**config.mk**
```make
export PLATFORM = sky130hd
export DESIGN_NAME = enoc_input_unit
export DESIGN_NICKNAME = d
export VERILOG_FILES = /design/src/rtl/enoc_input_unit.sv
export SDC_FILE = /design/constraint.sdc
export NUM_CORES = 1
export LEC_CHECK = 0
export CAP_MARGIN = 25
export CORE_MARGIN = 2
export CORE_UTILIZATION = 54
export CTS_CLUSTER_SIZE = 20
export DETAILED_ROUTE_END_ITERATION = 16
export GPL_TIMING_DRIVEN = 0
export PLACE_DENSITY = 0.84
export SETUP_SLACK_MARGIN = 0.3
export SLEW_MARGIN = 25
export SYNTH_ARGS = -nofsm -noshare
export SYNTH_HDL_FRONTEND = slang
export SYNTH_SLANG_ARGS = --single-unit
```
**constraint.sdc**
```tcl
create_clock -name clk -period 3.4 [get_ports clk]
set_clock_uncertainty 0.1 [all_clocks]
set_input_delay 0.68 -clock clk [delete_from_list [all_inputs] [get_ports clk]]
set_output_delay 0.68 -clock clk [all_outputs]
set_load 0.02 [all_outputs]
```
**src/rtl/enoc_input_unit.sv**
```systemverilog
// Router input-port buffer: circular flit FIFO with XY route computation on the head flit
// and a one-hot output-port request toward the switch controller.
module enoc_input_unit #(
  parameter int unsigned DATA_WIDTH = 32,
  parameter int unsigned DEPTH      = 4,
  parameter int unsigned X_NODES    = 4,
  parameter int unsigned Y_NODES    = 4,
  parameter int unsigned X_LOC      = 0,
  parameter int unsigned Y_LOC      = 0,
  parameter int unsigned PIPE_SA    = 0
) (
  input  logic                  clk,
  input  logic                  reset,
  input  logic                  ce,
  input  logic [DATA_WIDTH-1:0] i_data,
  input  logic                  i_data_val,
  output logic                  o_en,
  output logic [DATA_WIDTH-1:0] o_data,
  output logic [4:0]            o_output_req,
  input  logic                  i_grant,
  output logic                  o_error
);

  localparam int unsigned X_W   = (X_NODES > 1) ? $clog2(X_NODES) : 1;
  localparam int unsigned Y_W   = (Y_NODES > 1) ? $clog2(Y_NODES) : 1;
  localparam int unsigned PTR_W = $clog2(DEPTH);
  localparam int unsigned CNT_W = $clog2(DEPTH + 1);

  localparam logic [PTR_W-1:0] PtrMax = PTR_W'(DEPTH - 1);
  localparam logic [CNT_W-1:0] CntMax = CNT_W'(DEPTH);
  localparam logic [X_W-1:0]   XLoc   = X_W'(X_LOC);
  localparam logic [Y_W-1:0]   YLoc   = Y_W'(Y_LOC);

  logic [PTR_W-1:0]      wr_ptr_q, wr_ptr_d;
  logic [PTR_W-1:0]      rd_ptr_q, rd_ptr_d;
  logic [CNT_W-1:0]      count_q, count_d;
  logic                  err_q, err_d;
  logic [DATA_WIDTH-1:0] mem_q [DEPTH];

  logic                  empty, full, wr_en, pop;
  logic [DATA_WIDTH-1:0] head;
  logic [X_W-1:0]        dest_x;
  logic [Y_W-1:0]        dest_y;
  logic [4:0]            route;

  assign empty = (count_q == '0);
  assign full  = (count_q == CntMax);
  assign o_en  = ce && !reset && !full;
  assign wr_en = o_en && i_data_val;
  assign pop   = ce && i_grant && !empty;

  always_comb begin
    wr_ptr_d = wr_ptr_q;
    rd_ptr_d = rd_ptr_q;
    count_d  = count_q;
    if (wr_en) begin
      wr_ptr_d = (wr_ptr_q == PtrMax) ? '0 : wr_ptr_q + 1'b1;
    end
    if (pop) begin
      rd_ptr_d = (rd_ptr_q == PtrMax) ? '0 : rd_ptr_q + 1'b1;
    end
    if (wr_en && !pop) begin
      count_d = count_q + 1'b1;
    end else if (pop && !wr_en) begin
      count_d = count_q - 1'b1;
    end
    // Overflow write or grant on empty are both sticky protocol violations.
    err_d = err_q || (ce && i_data_val && full) || (ce && i_grant && empty);
  end

  always_ff @(posedge clk) begin
    if (reset) begin
      wr_ptr_q <= '0;
      rd_ptr_q <= '0;
      count_q  <= '0;
      err_q    <= 1'b0;
    end else begin
      wr_ptr_q <= wr_ptr_d;
      rd_ptr_q <= rd_ptr_d;
      count_q  <= count_d;
      err_q    <= err_d;
    end
  end

  always_ff @(posedge clk) begin
    if (wr_en) begin
      mem_q[wr_ptr_q] <= i_data;
    end
  end

  assign head   = mem_q[rd_ptr_q];
  assign dest_x = head[X_W-1:0];
  assign dest_y = head[X_W+Y_W-1:X_W];

  // XY routing: resolve x first, then y; request bits are [c,n,e,s,w].
  always_comb begin
    route = '0;
    if (dest_x > XLoc) begin
      route[2] = 1'b1;
    end else if (dest_x < XLoc) begin
      route[4] = 1'b1;
    end else if (dest_y < YLoc) begin
      route[1] = 1'b1;
    end else if (dest_y > YLoc) begin
      route[3] = 1'b1;
    end else begin
      route[0] = 1'b1;
    end
  end

  // With registered grants the head being granted is stale; mask it so it cannot win twice.
  always_comb begin
    o_output_req = '0;
    if (!empty && ce && !((PIPE_SA != 0) && i_grant)) begin
      o_output_req = route;
    end
  end

  assign o_data  = empty ? '0 : head;
  assign o_error = err_q;

endmodule

```
# ---- Yosys cells after proc, flatten, opt, wreduce, memory -nomap -nowiden
# Memories as Yosys holds them, arrays and structs flattened. A register that Yosys moved wholly into a read port is not among the register bits.
# Cells that the tools add are included.
dict set report word_totals {
  regBits 8
  latch_bits 0
  ramBits 128
  rom_bits 0
  in_bits 37
  output_inout_bits 39
  wordCells 57
  memories 1
}
dict set report op_classes {
  addsub 4
  n_mul 0
  n_div 0
  order_cmp 4
  eq_ne 3
  n_shift 0
  n_mux 21
  bitwise_logic 0
  reduce_logical 20
}
# memory depth width read_ports rd_clocked_by_memory_dff write_ports line
set memory_table {}
lappend memory_table {mem_q 4 32 1 1 1 38} ;# logic [DATA_WIDTH-1:0] mem_q [DEPTH];
# cell n
set op_table {}
lappend op_table {{2-to-1 mux 32 bit} 1}
lappend op_table {{2-to-1 mux 2 bit} 7}
lappend op_table {{logical AND 1 bit} 11}
lappend op_table {{2-to-1 mux 1 bit} 10}
lappend op_table {{2-to-1 mux 3 bit} 2}
lappend op_table {{zero test 1 bit} 5}
lappend op_table {{2-to-1 mux 5 bit} 1}
lappend op_table {{adder 2 x 1 -> 2 bit, second input constant} 2}
lappend op_table {{equality test 2 bit, second input constant} 2}
lappend op_table {{> comparator 2 x 1 -> 1 bit, second input constant} 2}
lappend op_table {{< comparator 2 x 1 -> 1 bit, second input constant} 2}
lappend op_table {{adder 3 x 1 -> 3 bit, second input constant} 1}
lappend op_table {{equality test 3 bit, second input constant} 1}
lappend op_table {{zero test 3 bit} 1}
lappend op_table {{subtractor 3 x 1 -> 3 bit, second input constant} 1}
lappend op_table {{logical OR 1 bit} 2}
lappend op_table {{nonzero test 2 bit} 1}

# ---- Depth between registers and ports, before layout
# Gate-level depths: netlist of the first run.
dict set report logic_depth {
  depth_word 8
  depth_mapped 9
  ltp_nobuf 8
}

# ---- Least setup slack after synthesis of the first run
# Ideal clock, no wire load.
dict set report synth_timing {
  kind {input to register}
  startpoint {input port reset}
  endpoint {register count_q[2]}
  setup_ps 70
  t_arrival_ps 2587
  required_ps 3230
  slack_ps 642
  stages 9
  path_buffers 1
  path_cell_list {clkbuf_1 nand2b_1 nor3_1 ha_1 inv_1 fa_1 xor2_1 or3_1 a21oi_1}
}
dict set report synth_between {
  elab_chain_cells 7
  word_cells_on_any_way 9
  classes_between {1 x mux; 8 x reduce/logical}
}
# element line
set synth_rtl {}
lappend synth_rtl {{start: declaration} 13} ;# input logic reset,
lappend synth_rtl {{zero test 1 bit *} 48} ;# assign o_en = ce && !reset && !full;
lappend synth_rtl {{logical AND 1 bit * (2 in series)} 48}
lappend synth_rtl {{logical AND 1 bit *} 49} ;# assign wr_en = o_en && i_data_val;
lappend synth_rtl {{via wr_en} 40} ;# logic empty, full, wr_en, pop;
lappend synth_rtl {{zero test 1 bit} 64} ;# end else if (pop && !wr_en) begin
lappend synth_rtl {{logical AND 1 bit} 64}
lappend synth_rtl {{nonzero test 2 bit (no line)} n/a}
lappend synth_rtl {{end signal: assignment} 80} ;# count_q <= count_d;
lappend synth_rtl {{end: declaration} 36} ;# logic [CNT_W-1:0] count_q, count_d;
# The timed path passes the listed nets; every way through them passes the cells marked *.
# A chain may end at the register's enable or synchronous reset.

# ---- Worst setup path in the final report of the first run
dict set report layout_timing {
  startpoint {register count_q[0]}
  endpoint {output port o_data[1]}
}
dict set report layout_between {
  elab_chain_cells 2
}
# element line
set layout_rtl {}
lappend layout_rtl {{zero test 3 bit} 46} ;# assign empty = (count_q == '0);
lappend layout_rtl {{2-to-1 mux 32 bit} 119} ;# assign o_data = empty ? '0 : head;
lappend layout_rtl {{end: declaration} 18} ;# output logic [DATA_WIDTH-1:0] o_data,
# Every way passes these cells.

==> results.yml, run 1 <==
setup_path:
  crit_start: "count_q[0]$_SDFFE_PP0P_"
  regToRegSetupSlack_ns: 0.69
  crit_fanout: 10
  slowest_delay_ns: 0.53
  slowest_stage: "clkdlybuf4s50_1"
  path_cells: "nor3_4, clkbuf_4, nor2b_1, clkdlybuf4s50_1"
  startpoint_type: "flip-flop"
  worstReg2RegStart: "count_q[0]$_SDFFE_PP0P_"
  crit_required_ns: 2.62
  crit_type: "flip-flop to primary output"
  crit_arrival_ns: 2.21
  endpoint_kind: "primary output"
clock_tree:
  clk_pin_slew_ns: 0.06
  clock_latency_ns: 0.51
  cts-root-buf: "clkbuf_8"
  h-tree-depth: 4
  cts_buffers: 17
  post_cts_buffers: 0
  cts_buffer_depth: 2
  cts_sinks: 138
  cts_tree: "built"
  hold_buffers: 0
logic_synthesis:
  synth_top_family_by_area: "multiplexers"
  synth-main-ff-cell: "edfxtp_1"
  ys_seq_area_share_pct: 74.7
  synth-edff-count: 128
  synth_adder_area_share_pct: 1.76
  netlist-cell-type-count: 32
  synth_area_per_cell_um2: 20.0
  synth-compound-area-share_pct: 1.16
  yosys.area_share.simple_pct: 6.56
  synthCells: 270
  yosysTopAreaCell: "edfxtp_1"
  yosysWarnings: 0
  synth-seq-cells: 138
  syn_area_um2: 5410
  synth.area.mux_share_pct: 13.9
  synth_xor_area_share_pct: 0.324
  synth_top_area_share_pct: 71.0
  synth_area_leaders: "edfxtp_1, mux4_2, nor2b_1"
  async_flop_share_pct: 0
final_layout:
  multi_input_area_um2: 1310
  drive_gt1_share_pct: 23.6
  diodes: 0
  nets: 410
  area_delta_synth_final_pct: 29.1
  final_cell_mix: "edfxtp_1, clkdlybuf4s50_1, nor2b_1"
  fillers: 636
  ff_latch_area_um2: 4040
  layout_commonest_cell: "edfxtp_1"
power:
  peakVddDrop_uv: 430
  p_leak_uw: 0.00245
  power_uw: 4390
  powerDensity_nw_per_um2: 629
sta:
  fmax_ghz: 0.335
  finalHoldViolCount: 0
  holdWs_ns: 0.412
  setup_tns_ns: 0
  fin_crit_sh_pct: 87.8
  slew_viol_final: 0
  relSlewSlack_pct: 59.8
  setup_viol: 0
  min_period_ns: 2.99
  tightest_slew_ns: 0.594
  rsz0062_at_grt: "no"
placed_design:
  gp_congestion: 0.739
  hpwl_um: 6290
  numPortBuffers: 72
worst_hold_path:
  hp-class: "flip-flop to flip-flop"
  min_from: "o_error$_SDFF_PP0_"
route:
  vias: 2792
  wl_um: 10200
  antenna_left: 0
  drtPass1Iterations: 4
  met3_wirelength_um: 507
  drt_iter0_drc: 160
  post_drt_wl_per_cell_um: 20.0
  drc_errors: 0
  drt-met1-wl_um: 3960
  highest_layer: "met4"
  via_per_inst: 5.47
  wl_met2_um: 5540
grt:
  overflow: 0
  grt_util_all_layers_pct: 20.0
  grt_max_degree: 26
  grt_pass1_wl_um: 15700
  antenna_found_initial: 0
  grt_pass1_vias: 2968
floorplan:
  fp.coreArea_um2: 9730
  initial_utilization_pct: 55.6
  row_count: 36
  ios: 76
  die-area_um2: 10800
  fp.dieW_um: 104
  die_h_um: 104
status:
  status: "completed"
run:
  cap_violations: 0
[critical path: cells and delay by family, from the launching register on]
family                 cells  cell delay (ns)
AND/OR/NAND/NOR            2             0.43
flip-flops                 1             0.43
buffers and inverters      2             0.82
[cell families (layout without fill, tap and decap cells)]
logic type,after synthesis,in the layout
xor gates and xnor gates,2,2
buffers and inverters,17,123
AOI/OAI and AO/OA,10,10
DFF,138,138
adders and majority gates,7,7
muxes,35,35
other,1,2
and+or+nand+nor,60,60
[worst paths after layout]
check | end | depth (start not counted)
max | o_data[1] | 4
min | o_error$_SDFF_PP0_ | 2
min reg2reg | o_error$_SDFF_PP0_ | 2
max reg2reg | count_q[2]$_SDFFE_PP0P_ | 8
[per-layer routing]
layer	GRT usage (%)	vias to the layer above
met5	0	-
met4	7.43	0
met3	7.02	20
met2	34.7	82
met1	23.1	1430
li1	-	1260
[registers in the layout, indices dropped and copies added (netlist names), named ones only]
| register | cells |
|---|---|
| count_q | 3 |
| rd_ptr_q | 2 |
| wr_ptr_q | 2 |
| o_error | 1 |
| mem_q | 128 |
[cells in the mapped netlist, drive strengths merged (3+ instances only)]
cell,instances
a21oi,4
and2,4
buf,7
clkbuf,6
dfxtp,10
edfxtp,128
ha,6
inv,4
mux4,32
nor2,11
nor2b,33
nor3,3
o31ai,3
or3,3
[power by group]
part | switching [µW] | internal [µW] | leakage (µW)
combinational | 392 | 318 | 0.000938
sequential | 32.9 | 1890 | 0.00124
clock | 656 | 1100 | 0.000275
total | 1080 | 3310 | 0.00245
[stage by stage]
step                      cell area, µm²  setup slack (ns)  util (%)  instances
final                               6990             0.414      71.8        510
after detailed placement            6410            0.0770      65.9        480
after global placement              6300            -0.305      64.8        476
after floorplan                     5420             0.642         -        271
after global routing                6990             0.306      71.8        510
after CTS                           6980             0.222      71.7        510
[layout make-up]
cell class                 instances  area share (%)
buffer                            13            1.38
tap                              133            2.38
clock inverter                    13            2.22
timing repair buffer              76            11.3
inverter                           4           0.215
sequential                       138            57.9
clock buffer                      17            5.93
multi-input combinational        116            18.7
[repair_timing]
action                                  4_1_cts  5_1_grt
gates cloned                                  0        0
endpoints found under the setup margin       34        6
gates resized for setup                      49        7
(Power assumes the default switching activity.)
==> run 2, diff against run 1 <==
CORE_ASPECT_RATIO = 1.4   (was default)
SLEW_MARGIN = 20   (was 25)
==> results.yml, run 2 (same netlist as run 1, synthesis figures left out) <==
status:
  status: "completed"
sta:
  fmax_ghz: 0.326
  fin_crit_sh_pct: 90.2
  relSlewSlack_pct: 57.3
  rsz0062_at_grt: "yes"
  tightest_slew_ns: 0.631
  finalHoldViolCount: 0
  min_period_ns: 3.07
  slew_viol_final: 0
  setup_viol: 0
floorplan:
  fp.dieW_um: 88.6
  die_h_um: 122
  fp.coreArea_um2: 9850
  initial_utilization_pct: 55.0
  row_count: 43
  ios: 76
  die-area_um2: 10900
power:
  powerDensity_nw_per_um2: 641
  p_leak_uw: 0.00262
  power_uw: 4570
  peakVddDrop_uv: 451
final_layout:
  drive_gt1_share_pct: 23.5
  largest_reg_flops: 128
  regMostFlops: "mem_q"
  final_cell_mix: "edfxtp_1, clkdlybuf4s50_1, nor2b_1"
  final_util_pct: 72.3
  area_delta_synth_final_pct: 31.6
  nets: 410
  top_regs: "mem_q (128), count_q (3)"
  diodes: 0
  layout_commonest_cell: "edfxtp_1"
route:
  vias: 2823
  antenna_left: 0
  drt_iter0_drc: 135
  wl_um: 9850
  drc_errors: 0
  drtPass1Iterations: 4
  via_per_inst: 5.49
  post_drt_wl_per_cell_um: 19.2
grt:
  grt_max_degree: 19
  overflow: 0
  grt_pass1_vias: 2932
  grt_pass1_wl_um: 15000
  grt_util_all_layers_pct: 19.7
  antenna_found_initial: 0
clock_tree:
  cts-root-buf: "clkbuf_16"
  cts_tree: "built"
  clk_pin_slew_ns: 0.06
  cts_sinks: 138
  cts_buffers: 17
  cts_buffer_depth: 2
  clock_latency_ns: 0.41
  h-tree-depth: 4
  post_cts_buffers: 0
placed_design:
  gp_congestion: 0.744
  hpwl_um: 6610
  numPortBuffers: 72
setup_path:
  endpoint_kind: "primary output"
  crit_required_ns: 2.62
  crit_fanout: 10
  crit_arrival_ns: 2.29
  startpoint_type: "flip-flop"
  crit_type: "flip-flop to primary output"
run:
  cap_violations: 0
worst_hold_path:
  hp-class: "flip-flop to flip-flop"
run 2: final cells by class:
type,instances,area [µm²]
tap,135,169
inverter,4,15.0
multi-input combinational,116,1310
clock buffer,17,425
fill,588,2730
clock inverter,15,200
sequential,138,4040
timing repair buffer,76,862
buffer,13,93.8
run 2: path summary, 6_finish.rpt:
kind / from / depth (start not counted) / slack (ns) / endpoint
worst min register to register: o_error$_SDFF_PP0_ / 2 / 0.38 / o_error$_SDFF_PP0_
worst max-delay path: flip-flop / 5 / 0.33 / o_data[25]
worst max register to register: count_q[0]$_SDFFE_PP0P_ / 7 / 0.81 / count_q[2]$_SDFFE_PP0P_
worst min-delay path: o_error$_SDFF_PP0_ / 2 / 0.38 / o_error$_SDFF_PP0_
run 2: through the flow:
step | setup slack (ns) | cell area, µm² | cells | setup TNS, ns | hold slack, ns
2_1_floorplan | 0.642 | 5420 | 271 | 0 | 0.363
3_3_place_gp | -0.350 | 6310 | 478 | -43.51 | 0.360
3_5_place_dp | 0.0421 | 6420 | 482 | 0 | 0.385
4_1_cts | 0.129 | 7050 | 514 | 0 | 0.398
5_1_grt | 0.252 | 7120 | 514 | 0 | 0.429
6_report | 0.335 | 7120 | 514 | 0 | 0.385
run 2: worst max-delay path: stages, from the launching register on:
cell and delay [ns]:
dfxtp_1 0.32, buf_6 0.13, buf_6 0.19, mux4_2 0.52, nor2b_1 0.16, clkdlybuf4s50_1 0.56
run 2: timing repair:
item                       CTS  global route
gates resized for setup     18            24
setup endpoints to repair   33            25
hold buffers                 0             0
run 2: layer usage:
layer	wire length [µm]	share of wire (%)	GRT usage, %	up-vias
li1	-	-	-	1262
met1	3560	36	21.7	1439
met2	5580	57	34.8	103
met3	466	4.7	5.72	19
met4	244	2.5	9.00	0
met5	0	0	0	-
run 2: report_power, final:
group | switching, µW | total (µW) | internal, µW
logic | 400 | 753 | 353
registers | 29.0 | 1920 | 1890
clock network | 666 | 1890 | 1230
total | 1100 | 4570 | 3470
